**src/rtl/riscv_if_pkg.sv**
```systemverilog
// Shared types and helpers for the instruction-fetch unit.
package riscv_if_pkg;

    typedef enum logic [1:0] {
        IF_IDLE = 2'b00,
        IF_REQ  = 2'b01,
        IF_WAIT = 2'b10
    } if_state_e;

    localparam logic [31:0] RESET_PC_DEFAULT = 32'h0000_0000;

    typedef struct packed {
        logic [31:0] inst;
        logic [31:0] pc;
    } if_entry_t;

    function automatic logic [31:0] word_align(input logic [31:0] addr);
        return {addr[31:2], 2'b00};
    endfunction

    function automatic logic [31:0] next_word(input logic [31:0] addr);
        return addr + 32'd4;
    endfunction

endpackage

```
**src/rtl/riscv_if_fifo.sv**
```systemverilog
// Small synchronous FIFO of {inst, pc} entries between fetch and decode.
module riscv_if_fifo
    import riscv_if_pkg::*;
#(
    parameter int DEPTH = 2,
    parameter int CW    = $clog2(DEPTH) + 1
) (
    input  logic          clk,
    input  logic          rst_n,
    input  logic          flush,
    input  logic          push,
    input  if_entry_t     push_data,
    input  logic          pop,
    output logic [CW-1:0] count,
    output if_entry_t     head
);
    localparam int AW = $clog2(DEPTH);

    if_entry_t     mem [DEPTH];
    logic [AW-1:0] wr_ptr_reg;
    logic [AW-1:0] rd_ptr_reg;
    logic [CW-1:0] count_reg;

    always_ff @(posedge clk or negedge rst_n) begin
        if (!rst_n) begin
            wr_ptr_reg <= '0;
            rd_ptr_reg <= '0;
            count_reg  <= '0;
        end else if (flush) begin
            wr_ptr_reg <= '0;
            rd_ptr_reg <= '0;
            count_reg  <= '0;
        end else begin
            if (push) wr_ptr_reg <= wr_ptr_reg + AW'(1);
            if (pop)  rd_ptr_reg <= rd_ptr_reg + AW'(1);
            count_reg <= count_reg + CW'(push) - CW'(pop);
        end
    end

    always_ff @(posedge clk) begin
        if (push && !flush) mem[wr_ptr_reg] <= push_data;
    end

    assign count = count_reg;
    // Empty FIFO presents zeros so the decode-facing outputs are clean after reset/flush.
    assign head  = (count_reg != '0) ? mem[rd_ptr_reg] : '0;

endmodule

```
**src/rtl/riscv_if.sv**
```systemverilog
// Instruction-fetch unit: fetch PC, single-outstanding imem handshake, branch redirect.
module riscv_if
    import riscv_if_pkg::*;
#(
    parameter logic [31:0] RESET_PC   = RESET_PC_DEFAULT,
    parameter int          FIFO_DEPTH = 2
) (
    input  logic        clk,
    input  logic        rst_n,
    input  logic        br_i,
    input  logic [31:0] br_pc_i,
    output logic        imem_req_o,
    output logic [31:0] imem_addr_o,
    input  logic        imem_gnt_i,
    input  logic        imem_rvalid_i,
    input  logic [31:0] imem_rdata_i,
    output logic        inst_valid_o,
    output logic [31:0] inst_o,
    output logic [31:0] inst_pc_o,
    input  logic        inst_ready_i
);
    localparam int          CW        = $clog2(FIFO_DEPTH) + 1;
    localparam logic [CW:0] DEPTH_EXT = (CW+1)'(FIFO_DEPTH);

    if_state_e     state_reg, state_next;
    logic [31:0]   fetch_pc_reg, fetch_pc_next;
    logic [31:0]   addr_reg, addr_next;
    logic [31:0]   pend_pc_reg, pend_pc_next;
    logic          discard_reg, discard_next;
    logic          push, pop;
    logic [CW-1:0] fifo_count;
    logic [CW:0]   count_after;
    logic [31:0]   br_target;
    if_entry_t     push_data;
    if_entry_t     head;

    assign br_target = word_align(br_pc_i);
    assign pop       = inst_valid_o && inst_ready_i;
    assign push      = (state_reg == IF_WAIT) && imem_rvalid_i && !discard_reg && !br_i;
    assign push_data = '{inst: imem_rdata_i, pc: pend_pc_reg};
    // Occupancy after this edge; a branch empties the buffer.
    assign count_after = br_i ? '0 : ({1'b0, fifo_count} + (CW+1)'(push) - (CW+1)'(pop));

    always_comb begin
        state_next    = state_reg;
        fetch_pc_next = fetch_pc_reg;
        addr_next     = addr_reg;
        pend_pc_next  = pend_pc_reg;
        discard_next  = discard_reg;
        if (br_i) fetch_pc_next = br_target;
        case (state_reg)
            IF_IDLE: begin
                if (!br_i && (fifo_count < CW'(FIFO_DEPTH))) begin
                    state_next = IF_REQ;
                    addr_next  = fetch_pc_reg;
                end
            end
            IF_REQ: begin
                // The presented request cannot be withdrawn, so its response is marked stale.
                if (br_i) discard_next = 1'b1;
                if (imem_gnt_i) begin
                    state_next   = IF_WAIT;
                    pend_pc_next = addr_reg;
                    if (!br_i && !discard_reg) fetch_pc_next = next_word(fetch_pc_reg);
                end
            end
            IF_WAIT: begin
                if (imem_rvalid_i) begin
                    discard_next = 1'b0;
                    if (count_after < DEPTH_EXT) begin
                        state_next = IF_REQ;
                        addr_next  = fetch_pc_next;
                    end else begin
                        state_next = IF_IDLE;
                    end
                end else if (br_i) begin
                    discard_next = 1'b1;
                end
            end
            default: state_next = IF_IDLE;
        endcase
    end

    always_ff @(posedge clk or negedge rst_n) begin
        if (!rst_n) begin
            state_reg    <= IF_IDLE;
            fetch_pc_reg <= word_align(RESET_PC);
            addr_reg     <= word_align(RESET_PC);
            pend_pc_reg  <= '0;
            discard_reg  <= 1'b0;
        end else begin
            state_reg    <= state_next;
            fetch_pc_reg <= fetch_pc_next;
            addr_reg     <= addr_next;
            pend_pc_reg  <= pend_pc_next;
            discard_reg  <= discard_next;
        end
    end

    riscv_if_fifo #(
        .DEPTH (FIFO_DEPTH),
        .CW    (CW)
    ) u_fifo (
        .clk       (clk),
        .rst_n     (rst_n),
        .flush     (br_i),
        .push      (push),
        .push_data (push_data),
        .pop       (pop),
        .count     (fifo_count),
        .head      (head)
    );

    assign imem_req_o   = (state_reg == IF_REQ);
    assign imem_addr_o  = addr_reg;
    assign inst_valid_o = (fifo_count != '0);
    assign inst_o       = head.inst;
    assign inst_pc_o    = head.pc;

endmodule

```
**config.mk**
```make
export PLATFORM = sky130hd
export DESIGN_NAME = riscv_if
export DESIGN_NICKNAME = d
export VERILOG_FILES = /design/src/rtl/riscv_if_pkg.sv /design/src/rtl/riscv_if_fifo.sv /design/src/rtl/riscv_if.sv
export SDC_FILE = /design/constraint.sdc
export NUM_CORES = 1
export LEC_CHECK = 0
export CAP_MARGIN = 20
export CORE_MARGIN = 8
export CORE_UTILIZATION = 47
export CTS_BUF_LIST = sky130_fd_sc_hd__clkbuf_8
export CTS_CLUSTER_SIZE = 20
export DETAILED_ROUTE_END_ITERATION = 6
export HOLD_SLACK_MARGIN = 0.1
export MAX_ROUTING_LAYER = met4
export PLACE_DENSITY_LB_ADDON = 0.3
export SYNTH_ARGS = -nofsm -noshare
export SYNTH_HDL_FRONTEND = slang
export SYNTH_SLANG_ARGS = --single-unit
export TNS_END_PERCENT = 30
```
**constraint.sdc**
```tcl
create_clock -name clk -period 8.8 [get_ports clk]
set_clock_uncertainty 0.15 [all_clocks]
set_input_delay 0.88 -clock clk [delete_from_list [all_inputs] [get_ports clk]]
set_output_delay 0.88 -clock clk [all_outputs]
set_load 0.01 [all_outputs]
```
==> results by group <==
Logic synthesis
  – Yosys synthesis warning count: 0
  – Ys async rst share: 44.6%
  – Cell area after technology mapping: 9770 sq um
  – Unique masters post-synth: 43
  – Sequential-to-total area share from yosys stat: 65.7%
  – Synthesized instance count: 700
  – Total nets after synthesis: 778
  – Syn avg cell area: 14.0 sq um
  – Number of register bits inferred by synthesis: 231
  – EDFF count, synth: 128
  – Most instantiated flip-flop cell in the synthesis netlist: edfxtp_1

Critical path
  – Worst path cell trace: buf_4, mux2i_1, nor2_1, clkdlybuf4s50_1
  – Cell type group with the largest total delay on the critical path: buffers and inverters
  – Count of cell instances traversed by the critical path: 4
  – FF-to-FF End: imem_addr_o[14]$_DFFE_PN0P_
  – Worst path buffer plus inverter count: 2
  – Critical path startpoint: u_fifo.rd_ptr_reg$_DFFE_PN0P_
  – Critical path required time: 7.77 ns
  – Launching element type of the critical path: flip-flop
  – Max incr delay on CP: 0.73 ns
  – Origin of the critical flop-to-flop path: u_fifo.count[1]$_DFF_PN0_
  – Worst endpoint data arrival time: 2.87 ns
  – Category of the worst setup path capture point: output port
  – Critical-path top delay cell: dfrtp_4
  – Register-to-register path setup slack: 5.52 ns
  – Critical path start-end classification: reg -> out
  – Worst setup path end: inst_pc_o[3]
  – CP Max Fanout: 41
  – Number of cells traversed by the worst register-to-register path: 12

Clock tree
  – Clock sink count: 231
  – CTS tree: done
  – Clock transition time at the flip-flop clock pins of the worst setup and hold paths: 0.06 ns
  – Number of buffers between clock root and the deepest sink: 3
  – Cell chosen for the clock root: clkbuf_8
  – # hold bufs at CTS: 0
  – Clock latency reported for the late side of the worst-skew pair: 0.52 ns
  – Clock buffer count from CTS: 39
  – Post-CTS repair timing setup buffer count: 0
  – # resized after CTS: 0
  – Maximum level of the CTS H-tree: 2

Timing
  – Final hold viol count: 0
  – Setup repair after global routing missed its margin: false
  – Maximum operating frequency: 0.256 GHz
  – Slew Viols, Final: 0
  – Final Setup Violations: 0
  – Period Utilization, post-route: 44.3%
  – Worst slew pin tran: 0.954 ns
  – Fin crit period: 3.90 ns
  – Post-Route Setup TNS: 0 ns
  – Worst slew margin relative to its limit: 36.3%

Layout
  – Max reg flops: 128
  – Largest register by flop count: u_fifo.mem
  – Commonest non-fill, non-tap cell in the layout: clkdlybuf4s50_1
  – Area grow syn2layout: 28.1%
  – Fin nets: 955
  – Final design area excluding fillers: 12500 sq um
  – Commonest cells after routing, fill and taps aside: clkdlybuf4s50_1, edfxtp_1, dfrtp_1
  – Share of the core filled with cells: 61.6%
  – Share of post-route cells with drive strength above 1: 18.2%

Placed design
  – Final weighted congestion in routability-driven placement: 0.826
  – Buffers on Ports: 165
  – Half-perimeter wire length after placement: 13.7 mm
  – Cell area reported after detailed placement: 11700 sq um

Detailed routing
  – Detailed-route DRC error count: 0
  – 1st-iter DRT viols: 373
  – Routed wirelength normalized by instance count: 17.7 um
  – DRT Wirelength: 20.9 mm
  – Total via count in the routed design: 6059
  – Antenna Violating Nets Remaining: 0
  – DR vias/cell: 5.15
  – Length of the first detailed-routing pass in iterations: 4

Die
  – Height of the die: 160 um
  – Initial standard-cell utilization of the core: 48.1%
  – Top-level I/O count: 168
  – Core area: 20300 sq um
  – Horizontal die dimension: 160 um
  – Area of the die: 25700 sq um
  – Std-Cell Rows: 52

GRT
  – Via count of the first global-routing pass: 6366
  – Largest net degree at the start of global routing: 70
  – Global-route wire length before repair: 33.7 mm
  – Total grt overflow: 0
  – Global-route usage over all layers: 16.8%
  – Initial antenna violation count: 1

Worst hold path
  – Hold WC Path Type: in -> async

Status
  – Result of the run: completed

Power and ir drop
  – Static Leakage: 4.53 nW
  – Power density relative to cell area: 307 nW/um^2
  – Final Total Pwr: 3.84 mW
  – Maximum resistive drop on vdd: 0.249 mV

Run
  – Number of violations of the max-capacitance limit: 0
where the power goes:
| part | leakage [nW] | total, mW | switching (mW) | internal [mW] |
|---|---|---|---|---|
| registers | 2.37 | 1.54 | 0.174 | 1.36 |
| clock network | 0.474 | 0.982 | 0.403 | 0.579 |
| logic | 1.68 | 1.32 | 0.588 | 0.734 |
worst min-delay path by stage:
stage / depth (start not counted) / endpoint / from / slack (ns)
2_1_floorplan: 0 / u_fifo.mem[0][10]$_DFFE_PP_ / pend_pc_reg[10]$_DFFE_PN0P_ / 0.29
3_3_place_gp: 0 / u_fifo.mem[1][29]$_DFFE_PP_ / pend_pc_reg[29]$_DFFE_PN0P_ / 0.29
3_5_place_dp: 0 / u_fifo.mem[1][22]$_DFFE_PP_ / pend_pc_reg[22]$_DFFE_PN0P_ / 0.30
4_1_cts: 1 / u_fifo.count[0]$_DFF_PN0_ / rst_n / 0.15
5_1_grt: 1 / fetch_pc_reg[26]$_DFF_PN0_ / rst_n / 0.17
6_report: 1 / u_fifo.count[0]$_DFF_PN0_ / rst_n / 0.17
per-stage QoR:
| step | cells | worst slack [ns] | hold WS [ns] |
|---|---|---|---|
| floorplan | 700 | 0.589 | 0.287 |
| global placement | 1105 | 4.78 | 0.292 |
| detailed placement | 1106 | 4.71 | 0.301 |
| CTS | 1175 | 4.84 | 0.147 |
| global route | 1176 | 4.74 | 0.170 |
| finish | 1176 | 4.90 | 0.168 |
routing by layer:
metal  up-vias  track usage [%]  routed length, um
met4         0             6.67                514
li1       2937                -                  -
met3        32             3.70               1000
met2       140             27.2              10200
met1      2950             20.2               9090
met5         -                -                  0
cells in the mapped netlist, types with 3 or more instances:
master | number | area, sq um
xor2_1 | 6 | 52.6
mux2i_1 | 67 | 671
ha_1 | 7 | 87.6
or3_1 | 7 | 43.8
a21oi_1 | 4 | 20.0
buf_1 | 5 | 18.8
a31oi_1 | 15 | 93.8
or4_1 | 6 | 45.0
clkbuf_1 | 26 | 97.6
nand2_1 | 26 | 97.6
and3_1 | 4 | 25.0
mux2_2 | 90 | 1010
nor4_1 | 4 | 25.0
dfrtp_1 | 103 | 2580
xnor2_1 | 7 | 61.3
and4_1 | 3 | 26.3
inv_1 | 12 | 45.0
nand4_1 | 6 | 37.5
nor2b_1 | 5 | 31.3
nor3_1 | 7 | 35.0
nor2_1 | 88 | 330
o31ai_1 | 6 | 45.0
buf_2 | 6 | 30.0
edfxtp_1 | 128 | 3840
o21ai_0 | 27 | 135
and2_1 | 3 | 18.8
nand3_1 | 11 | 55.1
cells by family (layout without fill, tap and decap cells):
| logic type | Yosys count | count (layout) | synth area share (%) |
|---|---|---|---|
| AO/OA/AOI/OAI | 60 | 60 | 3.68 |
| XOR/XNOR | 13 | 13 | 1.17 |
| adder cells (fa/ha/maj) | 8 | 8 | 1.10 |
| buffers and inverters | 50 | 255 | 2.07 |
| flip-flops | 231 | 231 | 65.7 |
| multiplexers | 157 | 157 | 17.2 |
| other | 0 | 1 | 0 |
| AND/OR/NAND/NOR | 181 | 181 | 9.03 |
final cells by class:
| class | instances | area [sq um] |
|---|---|---|
| Antenna cell | 1 | 2.50 |
| Fill cell | 1629 | 7790 |
| Clock inverter | 21 | 163 |
| Timing Repair Buffer | 174 | 1720 |
| Tap cell | 270 | 338 |
| Inverter | 12 | 45.0 |
| Sequential cell | 231 | 6420 |
| Clock buffer | 48 | 661 |
| Multi-Input combinational cell | 419 | 3160 |
worst register-to-register path: cells and delay by family, from the launching register on:
kind | cells | cell delay (ns)
fa+ha+maj | 3 | 0.85
mux | 1 | 0.43
compound gates | 2 | 0.34
buf+inv | 3 | 0.49
simple gates | 2 | 0.33
flops | 1 | 0.44
xor+xnor | 1 | 0.13
Note: power is estimated with default switching activity, not from simulation.
==> variant 1, RTL diff (same flow settings) <==
Make the reset (`rst_n`) synchronous in 2 clocked blocks.
--- a/src/rtl/riscv_if_fifo.sv
+++ b/src/rtl/riscv_if_fifo.sv
@@ -21,7 +21,7 @@
     logic [AW-1:0] rd_ptr_reg;
     logic [CW-1:0] count_reg;
 
-    always_ff @(posedge clk or negedge rst_n) begin
+    always_ff @(posedge clk) begin
         if (!rst_n) begin
             wr_ptr_reg <= '0;
             rd_ptr_reg <= '0;
--- a/src/rtl/riscv_if.sv
+++ b/src/rtl/riscv_if.sv
@@ -81,7 +81,7 @@
         endcase
     end
 
-    always_ff @(posedge clk or negedge rst_n) begin
+    always_ff @(posedge clk) begin
         if (!rst_n) begin
             state_reg    <= IF_IDLE;
             fetch_pc_reg <= word_align(RESET_PC);
Check against the original RTL: differs if rst_n is asserted again (counterexample within 4 cycles, from zero or initial values and one cycle with rst_n low); with rst_n held inactive, the same outputs for 4 cycles.
==> variant 1 against the unedited design <==
Register-to-register slack worse by 0.33 ns; final area fell by 0.77%; count of clock-buffer cells in the layout up 1; highest routed layer unchanged; sequential cell count grew 1; synthesized area about the same; critical path type unchanged; worst setup slack improved by 0.12 ns; maximum frequency grew 3.2%; wire length is 19% higher.
Power is not compared: it rests on default switching activity, and its combinational part moved more than twofold at a synthesized area within 25%.
==> variant 1: results (changes against the unedited design) <==
Finish
  – Final clock-cell share: 6.258% (was 6.579%)
  – Post-Layout Inst Area: 12420 um^2 (was 12510 um^2)
  – Non-clock inverter total of the final layout: 15 (was 12)
  – Number of flip-flops and latches: 232 (was 231)
  – Final-layout clock buffer total: 49 (was 48)
  – Non-CTS buffers: 180 (was 174)
  – Sequential Area: 5929 um^2 (was 6425 um^2)
  – Multi-input gate area in the final layout: 3530 um^2 (was 3163 um^2)
  – Number of combinational gates with multiple inputs: 587 (was 419)
  – Filler Cell Count: 1730 (was 1629)
  – Relative area of non-clock buffer cells in the final design: 14.39% (was 13.72%)
  – Non-filler instance count after layout: 1356 (was 1176)
  – Antenna fix cells: 0 (was 1)
  – Layout cell share with drive strength beyond 1: 8.011% (was 18.23%)
  – Final nets: 1133 (was 955)

Global route
  – Pin count of the biggest net entering global routing: 84 (was 70)
  – Number of global-route vias before repair: 7096 (was 6366)
  – Wire length of the first global-routing pass: 39310 um (was 33710 um)
  – Initial antenna violation count: 0 (was 1)
  – Total Routing Usage GR: 19.42% (was 16.78%)

Setup path
  – Startpoint of the worst register-to-register path: u_fifo.count[1] (unchanged)
  – Biggest fanout along the worst timing path: 34 (was 41)
  – Number of cells on the worst reg-to-reg path: 13 (was 12)

Worst hold path
  – Class of the tightest hold or removal check: register to register (was input pin to asynchronous set/reset pin)
  – Worst hold start: pend_pc_reg[28]

Synthesis
  – Synthesized netlist net count: 982 (was 778)
  – Number of enable-type register cells in the synthesized netlist: 128 (unchanged)
  – FFs w/ async S/R, synth: 0% (was 44.59%)
  – Synth Instances: 904 (was 700)
  – Post-synth cell types: 53 (was 43)
  – List of most frequent post-synthesis cells: sky130_fd_sc_hd__edfxtp_1 (128), sky130_fd_sc_hd__nand2_1 (123), sky130_fd_sc_hd__dfxtp_1 (104) (was sky130_fd_sc_hd__edfxtp_1 (128), sky130_fd_sc_hd__dfrtp_1 (103), sky130_fd_sc_hd__mux2_2 (90))
  – Post-synthesis sequential area ratio: 60.59% (was 65.72%)
  – Top FF cell, synth: sky130_fd_sc_hd__edfxtp_1 (unchanged)
  – Dominant cells by area after synthesis: sky130_fd_sc_hd__edfxtp_1 (39%), sky130_fd_sc_hd__dfxtp_1 (21%), sky130_fd_sc_hd__mux2i_1 (6.9%) (was sky130_fd_sc_hd__edfxtp_1 (39%), sky130_fd_sc_hd__dfrtp_1 (26%), sky130_fd_sc_hd__mux2_2 (10%))

Drt
  – TritonRoute pass-1 iters: 5 (was 4)
  – Initial DRC Count: 582 (was 373)
  – Total Routed Length: 24870 um (was 20860 um)
  – Routed via count: 7440 (was 6059)

Die
  – Chip width: 160.2 um (about the same)

Placement
  – Post-placement cell count: 1282 (was 1106)
  – Placed wire-length estimate: 16130 um (was 13730 um)
  – Worst Setup Slack post-DPL: 5.093 ns (was 4.714 ns)
  – Gpl congestion: 0.9149 (was 0.8257)

Power
  – Largest voltage drop on the vdd net: 0.0001382 V

STA
  – Slew Limit Headroom: 29.72% (was 36.33%)

Run status
  – Outcome: finished, final reports clean (unchanged)
==> variant 1: cell types whose count changed in the layout (fill, tap and decap cells not counted), sizes merged, moves of 6 or more <==
cell	before	now
nor4	4	12
nand3	11	46
dfxtp	0	104
xor2	6	0
mux2	90	0
dfrtp	103	0
and2	3	9
nand2	26	123
a311oi	2	37
nand4	6	13
a21oi	4	72
o21ai	27	19
buf	10	16
==> variant 1: kinds of logic after synthesis <==
group / Yosys count / share of synthesized area, %
AOI/OAI and AO/OA: 172 / 11.43
and+or+nand+nor: 330 / 15.62
adders and majority gates: 8 / 1.100
muxes: 67 / 6.858
DFF: 232 / 60.59
xor gates and xnor gates: 10 / 0.8956
buffers and inverters: 85 / 3.506
==> variant 1: worst paths after layout <==
path	endpoint	slack [ns]
min	u_fifo.mem[1][28]	0.29
min reg2reg	u_fifo.mem[1][28]	0.29
max reg2reg	imem_addr_o[26]	5.19
max	inst_pc_o[24]	5.02
==> variant 1: power by group through the flow <==
stage               Sequential, mW  Combinational [mW]  Clock, mW
finish                        1.35               0.579      0.925
global route                  1.36               0.627       1.00
CTS                           1.35               0.573      0.950
detailed placement            1.37               0.572          0
global placement              1.37               0.559          0
floorplan                     1.36               0.297          0
==> variant 1: routing by layer <==
metal / wire length [um] / up-vias / global-route usage (%)
met3: 1622 / 33 / 3.882
li1: - / 3638 / -
met1: 10990 / 3500 / 24.99
met2: 11720 / 269 / 30.28
met5: 0 / - / -
met4: 535 / 0 / 6.457
==> variant 1: worst max-delay path, stage by stage, from the launching register on <==
cell	delay (ns)
sky130_fd_sc_hd__dfxtp_4	0.72
sky130_fd_sc_hd__buf_4	0.57
sky130_fd_sc_hd__mux2i_1	0.15
sky130_fd_sc_hd__nor2_1	0.13
sky130_fd_sc_hd__clkdlybuf4s50_1	0.60
==> variant 2, RTL diff (same settings) <==
Made on the original files. Set the parameter `FIFO_DEPTH` to 8 (it was 2).
--- a/src/rtl/riscv_if.sv
+++ b/src/rtl/riscv_if.sv
@@ -3,7 +3,7 @@
     import riscv_if_pkg::*;
 #(
     parameter logic [31:0] RESET_PC   = RESET_PC_DEFAULT,
-    parameter int          FIFO_DEPTH = 2
+    parameter int          FIFO_DEPTH = 8
 ) (
     input  logic        clk,
     input  logic        rst_n,
Function: changed (a bounded check fails within 10 cycles, from zero or initial values and one cycle with rst_n low).
==> variant 2 against the unedited design <==
Wire length increased to 2.5 times the old value; worst setup slack got worse by 1.2 ns; total power increased by 110%; non-clock buffer count increased by 11; die area increased by 130%; first-iteration DRC count increased by 140%; final area increased by 130%; synthesized area increased to 2.5 times the old value; sequential cell count increased by 390; critical path type unchanged; largest power group unchanged; highest routed layer unchanged.
==> variant 2: results (changes against the unedited design) <==
Run status
  – Outcome: finished, final reports clean (unchanged)

Clocking
  – Cts bufs inserted: 99 (was 39)
  – H-Tree Depth: 3 (was 2)

Setup path
  – Capture instance of the worst register-to-register path: imem_addr_o[15] (was imem_addr_o[14])
  – Register-to-Register Setup Slack: 3.78 ns (was 5.52 ns)
  – Number of cells on the worst reg-to-reg path: 14 (was 12)
  – Biggest fanout along the worst timing path: 69 (was 41)
  – Signal arrival time at the worst endpoint: 4.09 ns (was 2.87 ns)
  – Worst setup path endpoint: inst_pc_o[11] (was inst_pc_o[3])
  – Worst setup startpoint: u_fifo.rd_ptr_reg[1] (was u_fifo.rd_ptr_reg)
  – Startpoint of the worst register-to-register path: u_fifo.count[3] (was u_fifo.count[1])

Power
  – Fraction of power consumed by sequential logic: 46.4% (was 40.0%)
  – Switch share: 28.98% (was 30.32%)
  – Areal power density over the cells: 281.3 nW/um^2 (was 307.1 nW/um^2)
  – Largest voltage drop on the vdd net: 0.0003085 V (was 0.0002494 V)
  – Standby leakage power: 9.362 nW (was 4.530 nW)

Finish
  – Max FFs per register: 512 (was 128)
  – Antenna fix cells: 0 (was 1)
  – Layout cell share with drive strength beyond 1: 24.55% (was 18.23%)
  – Final nets: 1599 (was 955)

Placement
  – Gpl congestion: 0.8442 (was 0.8257)
  – Placed wire-length estimate: 29290 um (was 13730 um)

Drt
  – Average via count per standard cell: 5.507 (was 5.152)
  – Routed WL per cell: 22.83 um (was 17.73 um)
  – TritonRoute pass-1 iters: 5 (was 4)
  – Initial DRC Count: 886 (was 373)

Synthesis
  – Post-synthesis sequential area ratio: 73.23% (was 65.72%)
  – FFs w/ async S/R, synth: 17.55% (was 44.59%)
  – Dominant cells by area after synthesis: sky130_fd_sc_hd__edfxtp_1 (62%), sky130_fd_sc_hd__mux4_2 (12%), sky130_fd_sc_hd__dfrtp_1 (11%) (was sky130_fd_sc_hd__edfxtp_1 (39%), sky130_fd_sc_hd__dfrtp_1 (26%), sky130_fd_sc_hd__mux2_2 (10%))
  – Post-synth cell types: 55 (was 43)
  – List of most frequent post-synthesis cells: sky130_fd_sc_hd__edfxtp_1 (512), sky130_fd_sc_hd__mux4_2 (128), sky130_fd_sc_hd__dfrtp_1 (109) (was sky130_fd_sc_hd__edfxtp_1 (128), sky130_fd_sc_hd__dfrtp_1 (103), sky130_fd_sc_hd__mux2_2 (90))

Global route
  – Initial antenna violation count: 0 (was 1)
  – Wire length of the first global-routing pass: 79540 um (was 33710 um)
  – Number of global-route vias before repair: 13366 (was 6366)
  – Total Routing Usage GR: 17.86% (was 16.78%)

Worst hold path
  – Class of the tightest hold or removal check: register to register (was input pin to asynchronous set/reset pin)

STA
  – Final worst hold slack: 0.3764 ns (was 0.1678 ns)
  – Min cycle time layout: 5.118 ns (was 3.900 ns)
  – Slew Limit Headroom: 27.61% (was 36.33%)
-- variant 2: cell count changes after synthesis, moves of 9 or more --
cell	change
sky130_fd_sc_hd__a31oi_1	-14
sky130_fd_sc_hd__buf_2	+14
sky130_fd_sc_hd__clkbuf_1	+9
sky130_fd_sc_hd__edfxtp_1	+384
sky130_fd_sc_hd__inv_1	+13
sky130_fd_sc_hd__mux2_2	-58
sky130_fd_sc_hd__mux4_2	+128
sky130_fd_sc_hd__nand2_1	+9
sky130_fd_sc_hd__nor3_1	+10
sky130_fd_sc_hd__o221a_2	+31
sky130_fd_sc_hd__or2_2	+23
-- variant 2: kinds of logic after synthesis --
| kind of cell | Yosys count | synth area share (%) |
|---|---|---|
| flip-flops | 621 | 73.23 |
| adder cells (fa/ha/maj) | 14 | 0.7390 |
| AO/OA/AOI/OAI | 94 | 3.163 |
| buffers and inverters | 91 | 1.483 |
| XOR/XNOR | 22 | 0.7795 |
| multiplexers | 227 | 15.83 |
| AND/OR/NAND/NOR | 226 | 4.773 |
-- variant 2: per-layer routing --
layer | track usage (%) | share of wire, % | vias to the layer above
met2 | 28.64 | 49 | 351
met4 | 5.070 | 2.0 | 0
met1 | 23.22 | 43 | 6511
li1 | - | - | 5636
met5 | - | 0 | -
met3 | 3.595 | 5.3 | 85
-- variant 2: through the flow --
step	utilization, %	cell area (um^2)	cells
final	55.62	29060	2285
after global routing	55.62	29060	2285
after CTS	55.62	29060	2285
after detailed placement	52.08	27210	2101
after global placement	52.00	27160	2099
after floorplan	-	24720	1295
-- variant 2: cell type report --
class,count,area (um^2)
clock buffer,106,1459
timing repair buffer,185,1837
tap,688,860.8
inverter,25,93.84
multi-input combinational,583,6311
fill,4068,23180
sequential,621,18110
clock inverter,77,380.4
